===== config.mk =====
export PLATFORM = sky130hd
export DESIGN_NAME = lcd_text_buffer
export DESIGN_NICKNAME = d
export VERILOG_FILES = /design/src/rtl/lcd_text_buffer.sv
export SDC_FILE = /design/constraint.sdc
export NUM_CORES = 1
export LEC_CHECK = 0
export ABC_AREA = 1
export CORE_ASPECT_RATIO = 0.5
export CORE_MARGIN = 5
export CORE_UTILIZATION = 50
export DETAILED_ROUTE_END_ITERATION = 6
export PLACE_DENSITY = 0.75
export SYNTH_ARGS = -nofsm -noshare
export SYNTH_HDL_FRONTEND = slang
export SYNTH_SLANG_ARGS = --single-unit

===== constraint.sdc =====
create_clock -name clk -period 5.8 [get_ports clk]
set_input_delay 0.58 -clock clk [delete_from_list [all_inputs] [get_ports clk]]
set_output_delay 0.58 -clock clk [all_outputs]
set_load 0.02 [all_outputs]

===== src/rtl/lcd_text_buffer.sv =====
// lcd_text_buffer: holds the dynamic 3x16 character image for LCD lines 2-4.
// It accepts single-character writes and binary values. A value is converted to
// ASCII decimal in place by sequential double-dabble. Characters are served to the
// LCD controller through a registered read port, and frame_ready is raised after
// the image changes.
//
// Handshakes: a write transfers on a rising edge where valid && ready are both high.
// The requester holds valid and the payload stable until that edge. wr_ready and
// val_ready depend only on state, plus wr_valid for val_ready, so a character
// write wins when both are requested in the same cycle.
module lcd_text_buffer #(
    parameter int NUM_LINES   = 3,
    parameter int NUM_COLS    = 16,
    parameter int DATA_BITS   = 8,
    parameter int VAL_WIDTH   = 16,
    parameter int DIGITS      = 5,
    parameter int BLANK_ZEROS = 1
) (
    input  logic                 clk,
    input  logic                 reset,
    input  logic                 wr_valid,
    output logic                 wr_ready,
    input  logic [1:0]           wr_line,
    input  logic [3:0]           wr_col,
    input  logic [DATA_BITS-1:0] wr_char,
    input  logic                 val_valid,
    output logic                 val_ready,
    input  logic [1:0]           val_line,
    input  logic [3:0]           val_col,
    input  logic [VAL_WIDTH-1:0] val_data,
    input  logic [1:0]           rd_line,
    input  logic [3:0]           rd_col,
    output logic [DATA_BITS-1:0] rd_char,
    output logic                 frame_ready,
    input  logic                 frame_ack
);

    localparam int CELLS = NUM_LINES * NUM_COLS;
    localparam int AW    = $clog2(CELLS);
    localparam int BW    = DIGITS * 4;
    localparam int CW    = $clog2(VAL_WIDTH + 1);

    localparam logic [DATA_BITS-1:0] CH_SPACE = DATA_BITS'(32'h20);
    localparam logic [DATA_BITS-1:0] CH_ZERO  = DATA_BITS'(32'h30);

    localparam logic [1:0] S_CLEAR   = 2'd0;
    localparam logic [1:0] S_IDLE    = 2'd1;
    localparam logic [1:0] S_CONVERT = 2'd2;
    localparam logic [1:0] S_EMIT    = 2'd3;

    logic [1:0]           state_q,   state_d;
    logic [AW-1:0]        clr_cnt_q, clr_cnt_d;
    logic [CW-1:0]        step_q,    step_d;
    logic [1:0]           line_q,    line_d;
    logic [3:0]           col_q,     col_d;
    logic [VAL_WIDTH-1:0] shift_q,   shift_d;
    logic [BW-1:0]        bcd_q,     bcd_d;
    logic                 seen_q,    seen_d;
    logic                 dirty_q,   dirty_d;
    logic [DATA_BITS-1:0] rd_char_q;

    logic [DATA_BITS-1:0] mem [CELLS];

    logic [BW-1:0]        bcd_adj;
    logic [3:0]           emit_nib;
    logic                 emit_last;
    logic                 emit_blank;
    logic [DATA_BITS-1:0] emit_char;
    int                   emit_col;
    logic                 mem_we;
    logic [AW-1:0]        mem_waddr;
    logic [DATA_BITS-1:0] mem_wdata;
    logic                 set_dirty;

    function automatic logic [AW-1:0] cell_addr(input int line, input int col);
        return AW'(line * NUM_COLS + col);
    endfunction

    assign wr_ready    = (state_q == S_IDLE);
    assign val_ready   = (state_q == S_IDLE) && !wr_valid;
    assign frame_ready = dirty_q && (state_q == S_IDLE);
    assign rd_char     = rd_char_q;

    // Double-dabble correction: any BCD nibble of 5 or more gets 3 added before the shift.
    always_comb begin
        bcd_adj = bcd_q;
        for (int i = 0; i < DIGITS; i++) begin
            if (bcd_q[i*4 +: 4] >= 4'd5) begin
                bcd_adj[i*4 +: 4] = bcd_q[i*4 +: 4] + 4'd3;
            end
        end
    end

    // Select the digit for this EMIT step, MSB first, and apply leading-zero blanking.
    always_comb begin
        emit_nib = 4'd0;
        for (int i = 0; i < DIGITS; i++) begin
            if (step_q == CW'(DIGITS - 1 - i)) begin
                emit_nib = bcd_q[i*4 +: 4];
            end
        end
        emit_last  = (step_q == CW'(DIGITS - 1));
        emit_blank = (BLANK_ZEROS != 0) && !seen_q && (emit_nib == 4'd0) && !emit_last;
        emit_char  = emit_blank ? CH_SPACE : CH_ZERO + DATA_BITS'(emit_nib);
        emit_col   = int'(col_q) + int'(step_q);
    end

    // Next-state logic and the single buffer write port, shared by CLEAR, IDLE and EMIT.
    always_comb begin
        state_d   = state_q;
        clr_cnt_d = clr_cnt_q;
        step_d    = step_q;
        line_d    = line_q;
        col_d     = col_q;
        shift_d   = shift_q;
        bcd_d     = bcd_q;
        seen_d    = seen_q;
        mem_we    = 1'b0;
        mem_waddr = '0;
        mem_wdata = '0;
        set_dirty = 1'b0;
        case (state_q)
            S_CLEAR: begin
                mem_we    = 1'b1;
                mem_waddr = clr_cnt_q;
                mem_wdata = CH_SPACE;
                clr_cnt_d = clr_cnt_q + 1'b1;
                if (clr_cnt_q == AW'(CELLS - 1)) begin
                    state_d   = S_IDLE;
                    set_dirty = 1'b1;
                end
            end
            S_IDLE: begin
                if (wr_valid) begin
                    if (int'(wr_line) < NUM_LINES) begin
                        mem_we    = 1'b1;
                        mem_waddr = cell_addr(int'(wr_line), int'(wr_col));
                        mem_wdata = wr_char;
                        set_dirty = 1'b1;
                    end
                end else if (val_valid) begin
                    line_d  = val_line;
                    col_d   = val_col;
                    shift_d = val_data;
                    bcd_d   = '0;
                    step_d  = '0;
                    seen_d  = 1'b0;
                    state_d = S_CONVERT;
                end
            end
            S_CONVERT: begin
                bcd_d   = BW'({bcd_adj, shift_q[VAL_WIDTH-1]});
                shift_d = {shift_q[VAL_WIDTH-2:0], 1'b0};
                step_d  = step_q + 1'b1;
                if (step_q == CW'(VAL_WIDTH - 1)) begin
                    step_d  = '0;
                    state_d = S_EMIT;
                end
            end
            S_EMIT: begin
                // Digits past the last column are dropped rather than wrapped.
                if ((int'(line_q) < NUM_LINES) && (emit_col < NUM_COLS)) begin
                    mem_we    = 1'b1;
                    mem_waddr = cell_addr(int'(line_q), emit_col);
                    mem_wdata = emit_char;
                end
                seen_d = seen_q || (emit_nib != 4'd0);
                step_d = step_q + 1'b1;
                if (emit_last) begin
                    step_d    = '0;
                    state_d   = S_IDLE;
                    set_dirty = (int'(line_q) < NUM_LINES);
                end
            end
            default: state_d = S_CLEAR;
        endcase
        // A set in the same cycle as an ack wins, so no change is lost.
        dirty_d = (dirty_q && !frame_ack) || set_dirty;
    end

    // Control and conversion registers; reset discards any in-flight conversion.
    always_ff @(posedge clk) begin
        if (reset) begin
            state_q   <= S_CLEAR;
            clr_cnt_q <= '0;
            step_q    <= '0;
            line_q    <= '0;
            col_q     <= '0;
            shift_q   <= '0;
            bcd_q     <= '0;
            seen_q    <= 1'b0;
            dirty_q   <= 1'b0;
        end else begin
            state_q   <= state_d;
            clr_cnt_q <= clr_cnt_d;
            step_q    <= step_d;
            line_q    <= line_d;
            col_q     <= col_d;
            shift_q   <= shift_d;
            bcd_q     <= bcd_d;
            seen_q    <= seen_d;
            dirty_q   <= dirty_d;
        end
    end

    // Character storage; CLEAR initialises it, so it has no reset.
    always_ff @(posedge clk) begin
        if (mem_we) begin
            mem[mem_waddr] <= mem_wdata;
        end
    end

    // Registered read port; a same-cycle write to the cell returns the old character.
    always_ff @(posedge clk) begin
        if (reset) begin
            rd_char_q <= '0;
        end else if (int'(rd_line) < NUM_LINES) begin
            rd_char_q <= mem[cell_addr(int'(rd_line), int'(rd_col))];
        end else begin
            rd_char_q <= '0;
        end
    end

endmodule


# ---- After elaboration in Yosys (flattened, before gate mapping)
# Memories as Yosys holds them, arrays and structs flattened. A register that Yosys moved wholly into a read port is not among the register bits.
# Cells that the tools add are included.
dict set report word_totals {
  register_bits 57
  mem_bits_rw 384
  out_inout_bits 11
  memories 1
}
dict set report classes {
  addsub 12
  order_cmp 9
  n_eq_ne 14
  muxes 48
  bitwise 2
  n_reduce_logical 25
}
# memory words word_bits read_ports rd_clocked_by_memory_dff write_ports line
set mem_list {}
lappend mem_list {mem 48 8 1 1 1 62} ;# logic [DATA_BITS-1:0] mem [CELLS];
# operator count
set ops {}
lappend ops {{20-bit 2-to-1 mux} 2}
lappend ops {{20-bit one-hot mux with 2 select lines} 1}
lappend ops {{4-bit 2-to-1 mux} 9}
lappend ops {{16-bit 2-to-1 mux} 2}
lappend ops {{16-bit one-hot mux with 2 select lines} 1}
lappend ops {{8-bit one-hot mux with 3 select lines} 1}
lappend ops {{4-bit by 3-bit >= comparator with 1-bit output (second input constant)} 5}
lappend ops {{5-bit 2-to-1 mux} 4}
lappend ops {{6-bit 2-to-1 mux} 3}
lappend ops {{6-bit one-hot mux with 3 select lines} 1}
lappend ops {{4-bit by 2-bit adder with 4-bit output (second input constant)} 4}
lappend ops {{8-bit 2-to-1 mux} 2}
lappend ops {{5-bit one-hot mux with 3 select lines} 1}
lappend ops {{7-bit 2-to-1 mux} 2}
lappend ops {{6-bit by 4-bit adder with 6-bit output} 2}
lappend ops {{3-bit AND reduction} 4}
lappend ops {{5-bit by 2-bit == test with 1-bit output (second input constant)} 2}
lappend ops {{2-bit 2-to-1 mux} 5}
lappend ops {{1-bit 2-to-1 mux} 9}
lappend ops {{2-bit != test (second input constant)} 4}
lappend ops {{2-bit one-hot mux with 4 select lines} 1}
lappend ops {{6-bit by 4-bit adder with 7-bit output (first input constant)} 1}
lappend ops {{4-bit by 5-bit adder with 6-bit output} 1}
lappend ops {{6-bit by 1-bit adder with 6-bit output (second input constant)} 1}
lappend ops {{27 further kinds} 42}

# ---- Depth between registers and ports, before layout
# Gate-level depths: netlist (run 1).
dict set report logic_depth {
  depth_word 12
  mapped_depth 15
  mapped_depth_nobuf 15
}

# ---- Worst setup path before layout (run 1)
# OpenSTA, ideal clock, no wires.
dict set report synth_path {
  path_kind {register to register}
  start {register step_q[0]}
  end {memory mem[0][5] (data pin)}
  setup_ns 0.578
  arrival_time_ns 3.599
  t_required_ns 5.222
  path_slack_ns 1.623
  path_stages_with_launch 10
  period_less_slack_ns 4.177
  cell_sequence {dfxtp_1 ha_1 inv_1 fa_1 nand3b_1 nand3_1 nand2_2 o21ai_1 nand2_1 o21ai_0}
}
dict set report synth_between {
  elab_chain_len 12
  word_cells_on_any_way 21
}
# element line
set synth_rtl {}
lappend synth_rtl {{start, declared} 53} ;# logic [CW-1:0] step_q, step_d;
lappend synth_rtl {{start signal, assigned} 196} ;# step_q <= step_d;
lappend synth_rtl {{parallel branches: the longest is 10 deep, another holds 6-bit by 4-bit adder with 7-bit output} n/a}
lappend synth_rtl {{7-bit 2-to-1 mux (*)} 162} ;# if ((int'(line_q) < NUM_LINES) && (emit_col < NUM_COLS)) begin
lappend synth_rtl {{8-bit one-hot mux with 3 select lines (*)} 122} ;# case (state_q)
lappend synth_rtl {{named net mem_wdata[5]} 72} ;# logic [DATA_BITS-1:0] mem_wdata;
lappend synth_rtl {{end, declared} 62}
# Mark *: on every way through the listed nets, which the timed path passes.

# ---- Worst setup path in the final report (run 1)
dict set report layout_path {
  start {register step_q[0]}
  end {memory mem[39][5] (enable)}
}
dict set report layout_between {
  elab_chain_len 7
  word_cells_on_any_way 10
}
# element line
set layout_rtl {}
lappend layout_rtl {{4-bit by 5-bit adder with 6-bit output (*)} 105} ;# emit_col = int'(col_q) + int'(step_q);
lappend layout_rtl {{6-bit by 5-bit < comparator with 1-bit output} 162}
lappend layout_rtl {{1-bit logical AND} 162}
lappend layout_rtl {{1-bit 2-to-1 mux} 162}
lappend layout_rtl {{1-bit one-hot mux with 3 select lines} 122}
lappend layout_rtl {{1-bit 2-to-1 mux} 208} ;# if (mem_we) begin
lappend layout_rtl {{1-bit 2-to-1 mux (implied by the code)} 209} ;# mem[mem_waddr] <= mem_wdata;
# Every way passes the cells marked *; elsewhere a longest branch is shown, timed or not.

==> results_dict.tcl, run 1 <==
set metrics [dict create \
    synth_top_cells_by_area "edfxtp_1 (60%), dfxtp_1 (6.8%), nor2_1 (6.1%)" \
    ys_warn_count 0 \
    grt_usage 0.2187 \
    ctsHoldBuffers 0 \
    core_um2 37720 \
    grt_pass1_wl_um 73110 \
    critPathRequiredTime_ns 5.97 \
    dpl_cell_area_um2 20280 \
    vias 13670 \
    final.min_clock_period_ns 3.633 \
    cts_buffers 40 \
    viasPerCell 5.897 \
    area_growth_pct 12.06 \
    synth_area_um2 19280 \
    num_rows 50 \
    clock_latency_ns 0.55 \
    finalHoldViolations 0 \
    drv_slew 0 \
    worstHoldPathType "reg -> reg" \
    clock-sinks 449 \
    max_slew_margin 0.2123 \
    synth-edff-count 384 \
    p_leak_nw 7.362 \
    ys_types 42 \
    period_share 0.6264 \
    finClkSkew_ns 0.01376 \
    start_kind "register" \
    place_congestion 0.9069 \
    cts_tree "done" \
    fmax_mhz 275.2 \
    criticalPathCategory "reg -> reg" \
    yosysTopAreaCell "edfxtp_1" \
    worstMarginPinSlew_ns 1.177 \
    post_cts_buffers 0 \
    ys_seq_area_frac 0.6657 \
    cts_resized 0 \
    layout.nets 1840 \
    tns_ns 0 \
    start_util 0.5110 \
    overflow 0 \
    drc 0 \
    die_y_um 148.8 \
    grt_pass1_vias 13090 \
    vdd.ir_drop.worst_uv 211.5 \
    hpwl_um 28570 \
    grt_max_degree 108 \
    rsz0062_at_grt "false" \
    path_max_fanout 8 \
    first_iter_violations 1657 \
    dr.pass1.iters 6 \
    pwr_density_cell_nw_per_um2 364.6 \
    final-setup-viol-count 0 \
    ys_seq_elements 449 \
    io_buffers 57 \
    dieArea_um2 42820 \
    maxCapViolCount 0 \
    grt_antenna_before_repair 0 \
    status "finished, final reports clean" \
    clk_pin_slew_ns 0.06 \
    synthArstFlopShare 0 \
    worstSetupEndpointType "register" \
    die_x_um 287.7 \
    htreeDepth 2 \
    critPathArrivalTime_ns 3.80 \
    ys.flop_type "edfxtp_1" \
    drive_gt1_frac 0.06900 \
    final_cell_area_um2 21600 \
    ant_nets 0 \
    synth_cells 1748 \
    wire_per_inst_um 20.56 \
    pin_count 58 \
    syn_nets 1823 \
    clockRootBuffer "clkbuf_16" \
    synth_top_area_share 0.5982 \
    syn-mean-instance-area_um2 11.03 \
    clock_path_buffers 3 \
    wl_um 47650 \
]
[state kept, by name (all words and copies together), names as in the netlist]
signal and flops:
step_q 5, dirty_q 1, state_q 2, col_q 4
mem 384, seen_q 1, rd_char 8, clr_cnt_q 6
line_q 2, shift_q 16, bcd_q 20
[worst paths after layout]
path | start | slack [ns] | depth (start not counted) | to
worst min-delay path | shift_q[0] | 0.47 | 2 | shift_q[0]
worst max register to register | step_q[0] | 2.17 | 15 | mem[39][5]
worst max-delay path | step_q[0] | 2.17 | 15 | mem[39][5]
worst min register to register | shift_q[0] | 0.47 | 2 | shift_q[0]
[per-layer routing]
layer | vias to the layer above | part of all wire | global-route usage
li1 | 6297 | - | -
met1 | 6592 | 0.40 | 0.2938
met2 | 679 | 0.47 | 0.3607
met3 | 101 | 0.096 | 0.04733
met4 | 0 | 0.028 | 0.06936
met5 | - | 0 | 0
[cells in the final DEF, fill, tap and decap left out, drive strengths merged, types with 21 or more instances in the layout]
| cell type | netlist | final |
|---|---|---|
| edfxtp | 384 | 384 |
| nor2 | 319 | 319 |
| o21ai | 228 | 228 |
| nand2 | 184 | 184 |
| nand3 | 113 | 113 |
| inv | 92 | 95 |
| o211ai | 70 | 70 |
| dfxtp | 65 | 65 |
| a21oi | 62 | 62 |
| clkbuf | 60 | 58 |
| clkdlybuf4s50 | 0 | 54 |
| o221ai | 32 | 32 |
| ha | 27 | 27 |
| buf | 40 | 21 |
[logic make-up (layout without fill, tap and decap cells)]
kind of cell | after synthesis | in the layout | synth area share
AOI/OAI and AO/OA | 433 | 433 | 0.1329
xor gates and xnor gates | 11 | 11 | 0.004998
adders and majority gates | 28 | 28 | 0.01856
buffers and inverters | 195 | 244 | 0.04024
DFF | 449 | 449 | 0.6657
other | 0 | 1 | 0
and+or+nand+nor | 632 | 632 | 0.1376
[synth_stat cells (8+ instances only)]
| cell | instances |
|---|---|
| ha_1 | 27 |
| nand2_1 | 172 |
| nand2_2 | 12 |
| a31oi_1 | 20 |
| edfxtp_1 | 384 |
| a211oi_1 | 8 |
| o211ai_1 | 70 |
| o221ai_1 | 32 |
| a21oi_1 | 60 |
| xor2_1 | 9 |
| clkbuf_1 | 60 |
| nor2_1 | 313 |
| nand3_1 | 108 |
| o21ai_0 | 226 |
| dfxtp_1 | 65 |
| buf_2 | 32 |
| inv_1 | 85 |
[area by class of cell]
cell class              instances  area, um^2
fillers                      3043       16120
flip-flops and latches        449       12830
multi-input cells            1104        5731
clock buffers                  58        1156
repair buffers                 75       708.2
well taps                     520       650.6
inverters                      95       359.1
clock inverters                16       162.7
diodes                          1       2.502
[through the flow]
step | instances | util | power [mW] | hold WS, ns | setup WS [ns]
2_1_floorplan | 1748 | - | 4.756 | 0.4403 | 1.623
3_3_place_gp | 2243 | 0.5376 | 5.213 | 0.4526 | 2.287
3_5_place_dp | 2243 | 0.5376 | 5.246 | 0.4595 | 2.152
4_1_cts | 2317 | 0.5726 | 7.891 | 0.4680 | 2.157
5_1_grt | 2317 | 0.5726 | 8.188 | 0.4970 | 1.935
6_report | 2318 | 0.5726 | 7.877 | 0.4654 | 2.167
[power by group]
group	leakage, nW	internal [mW]	total [mW]	switching, mW
Clock	0.655	1.53	2.68	1.15
Combinational	2.64	0.316	1.31	0.992
Sequential	4.06	3.81	3.89	0.0757
[worst max-delay path, stage by stage, from the launching register on]
cell	delay, ns
dfxtp_1	0.46
ha_1	0.24
inv_1	0.06
fa_1	0.39
nand3b_1	0.19
nand2_1	0.08
nand2_1	0.06
nand2_2	0.15
ha_1	0.18
xor2_1	0.14
nand2_1	0.06
nand2_1	0.08
nand2_2	0.12
inv_2	0.14
nand3_2	0.25
nor2_1	0.65
No activity file was read; power rests on OpenSTA's default activity.
==> run 2, diff against run 1 <==
Clock period 5.8 ns to 3.39 ns, I/O delays scaled along.
==> results_dict.tcl, run 2 (synthesized netlist as in run 1, its figures left out) <==
set metrics [dict create \
    criticalPathCategory "reg -> reg" \
    first_iter_violations 1738 \
    io_buffers 57 \
    viasPerCell 5.795 \
    cts_buffers 40 \
    period_share 0.9357 \
    core_um2 37720 \
    largest_reg_flops 384 \
    critPathMostFrequentCell "nand2_1" \
    cts_tree "done" \
    reg2reg_slack_ns 0.22 \
    clock_path_buffers 3 \
    worstMarginPinSlew_ns 1.070 \
    cpLargestDelayFamily "simple AND/OR/NAND/NOR gates" \
    critPathBufInv 3 \
    pre_cts_slack_ns 0.1417 \
    finalHoldViolations 0 \
    status "complete, but fails checks" \
    layout_setup_ws_ns 0.2179 \
    critPathArrivalTime_ns 3.42 \
    instances_no_fill 2374 \
    regToRegEndpoint "mem[44][0]" \
    path_max_fanout 8 \
    fmax_mhz 315.2 \
    layout_commonest_cell "edfxtp_1" \
    num_rows 50 \
    grt_util_met2 0.3658 \
    finish.utilization 0.5889 \
    clock-sinks 449 \
    power_switching_mw 3.852 \
    maxCapViolCount 0 \
    area_growth_pct 15.23 \
    max_stage_delay_ns 0.40 \
    grt_pass1_vias 12730 \
    drive_gt1_frac 0.1009 \
    power_frac_seq 0.488 \
    cp_slowest_cell "fa_1" \
    rsz0062_at_grt "false" \
    max_slew_margin 0.2840 \
    die_y_um 148.8 \
    holdPathStages 3 \
    num_antenna_cells 0 \
    hold_end "col_q[2]" \
    fillers 2919 \
    largestRegisters "mem x384, bcd_q x20, shift_q x16" \
    p_clk_frac 0.338 \
    reg2regPathDepth 16 \
    layout_common_cells "edfxtp_1 (384), nor2_1 (311), o21ai_0 (225)" \
    clockRootBuffer "clkbuf_16" \
    vias 13760 \
    grtUsageMet3 0.04107 \
    final.min_clock_period_ns 3.172 \
    worst_hold_startpoint "val_col[2]" \
    wire_per_inst_um 20.30 \
    worstSetupEndpointType "register" \
    ctsHoldBuffers 0 \
    grt_pass1_wl_um 73340 \
    pin_count 58 \
    reg2reg_from "step_q[0]" \
    top_register "mem" \
    final-setup-viol-count 0 \
    overflow 0 \
    crit_chain "ha_1 -> inv_1 -> fa_1 -> nand3b_1 -> nand2_1 -> nand2_1 -> nand2_2 -> ha_1 -> xor2_1 -> nand2_1 -> nand2_1 -> nand2_2 -> inv_2 -> nand3_2 -> nor2_1 -> buf_4" \
    place_inst 2303 \
    pwr_density_cell_nw_per_um2 612.4 \
    whs_ns 0.3547 \
    cts_resized 0 \
    p_leak_nw 7.697 \
    dr.pass1.iters 7 \
    htreeDepth 2 \
    place_congestion 0.8932 \
    post_cts_buffers 0 \
    finClkSkew_ns 0.02537 \
    clk_pin_slew_ns 0.07 \
    start_util 0.5110 \
    gr-usage-met1 0.3072 \
    combPwrFrac 0.174 \
    critPathRequiredTime_ns 3.64 \
    drc 2 \
    layout.nets 1900 \
    hpwl_um 29710 \
    p_int_mw 9.753 \
    drv_slew 0 \
    die_x_um 287.7 \
    dieArea_um2 42820 \
    tns_ns 0 \
    grt_usage 0.2225 \
    start_kind "register" \
    violations "design-rule violations" \
    worstHoldPathType "in -> reg" \
    clock_latency_ns 0.56 \
    top_usage_layer "met2" \
    switching_share 0.2831 \
    grt_max_degree 98 \
    grt_antenna_before_repair 0 \
    wl_um 48180 \
    ant_nets 0 \
    vdd.ir_drop.worst_uv 442.5 \
]
==> run 2: cell count changes in the layout (fill, tap and decap cells not counted), sizes merged <==
cell	delta
buf	+60
clkbuf	-9
clkinv	+4
clkinvlp	+3
inv	-2
bufinv	+1
diode	-1
==> run 2: worst max path at each step <==
stage / start / endpoint / slack, ns / cells past startpoint
6_report: step_q[0] / mem[44][0] / 0.22 / 16
5_1_grt: step_q[0] / mem[40][6] / 0.04 / 16
4_1_cts: step_q[0] / mem[36][2] / 0.11 / 16
3_5_place_dp: step_q[0] / mem[38][6] / 0.14 / 16
3_3_place_gp: step_q[0] / mem[36][1] / 0.23 / 16
2_1_floorplan: step_q[0] / mem[0][5] / 0.04 / 9
==> run 2: routing by layer <==
layer | wire length, um | part of all wire
met1 | 19800 | 0.41
met2 | 22630 | 0.47
met3 | 4576 | 0.095
met4 | 1178 | 0.024
met5 | 0 | 0
==> run 2: worst reg2reg max path, delay by kind of cell, from the launching register on <==
kind,cells,cell delay (ns)
and+or+nand+nor,9,1.17
buffers and inverters,3,0.39
adders and majority gates,3,0.80
xor gates and xnor gates,1,0.14
DFF,1,0.39
==> run 2: through the flow <==
step | area, um^2 | power (mW)
floorplan | 19290 | 8.133
global route | 22210 | 14.16
global placement | 20850 | 9.022
CTS | 22180 | 13.60
finish | 22210 | 13.60
detailed placement | 20850 | 9.064
==> run 2: area by class of cell <==
cell class	instances	area, um^2	share of cell area
inverters	95	359.1	0.01617
well taps	520	650.6	0.02929
clock buffers	49	1086	0.04889
flip-flops and latches	449	12830	0.5777
multi-input cells	1104	5764	0.2595
clock inverters	22	249.0	0.01121
repair buffers	135	1271	0.05723
==> run 2: power by group through the flow <==
| stage | registers, mW | logic (mW) | clock network [mW] |
|---|---|---|---|
| final | 6.64 | 2.37 | 4.60 |
| after global routing | 6.66 | 2.59 | 4.91 |
| after CTS | 6.63 | 2.33 | 4.64 |
| after detailed placement | 6.75 | 2.31 | 0 |
| after global placement | 6.74 | 2.28 | 0 |
| after floorplan | 6.74 | 1.39 | 0 |
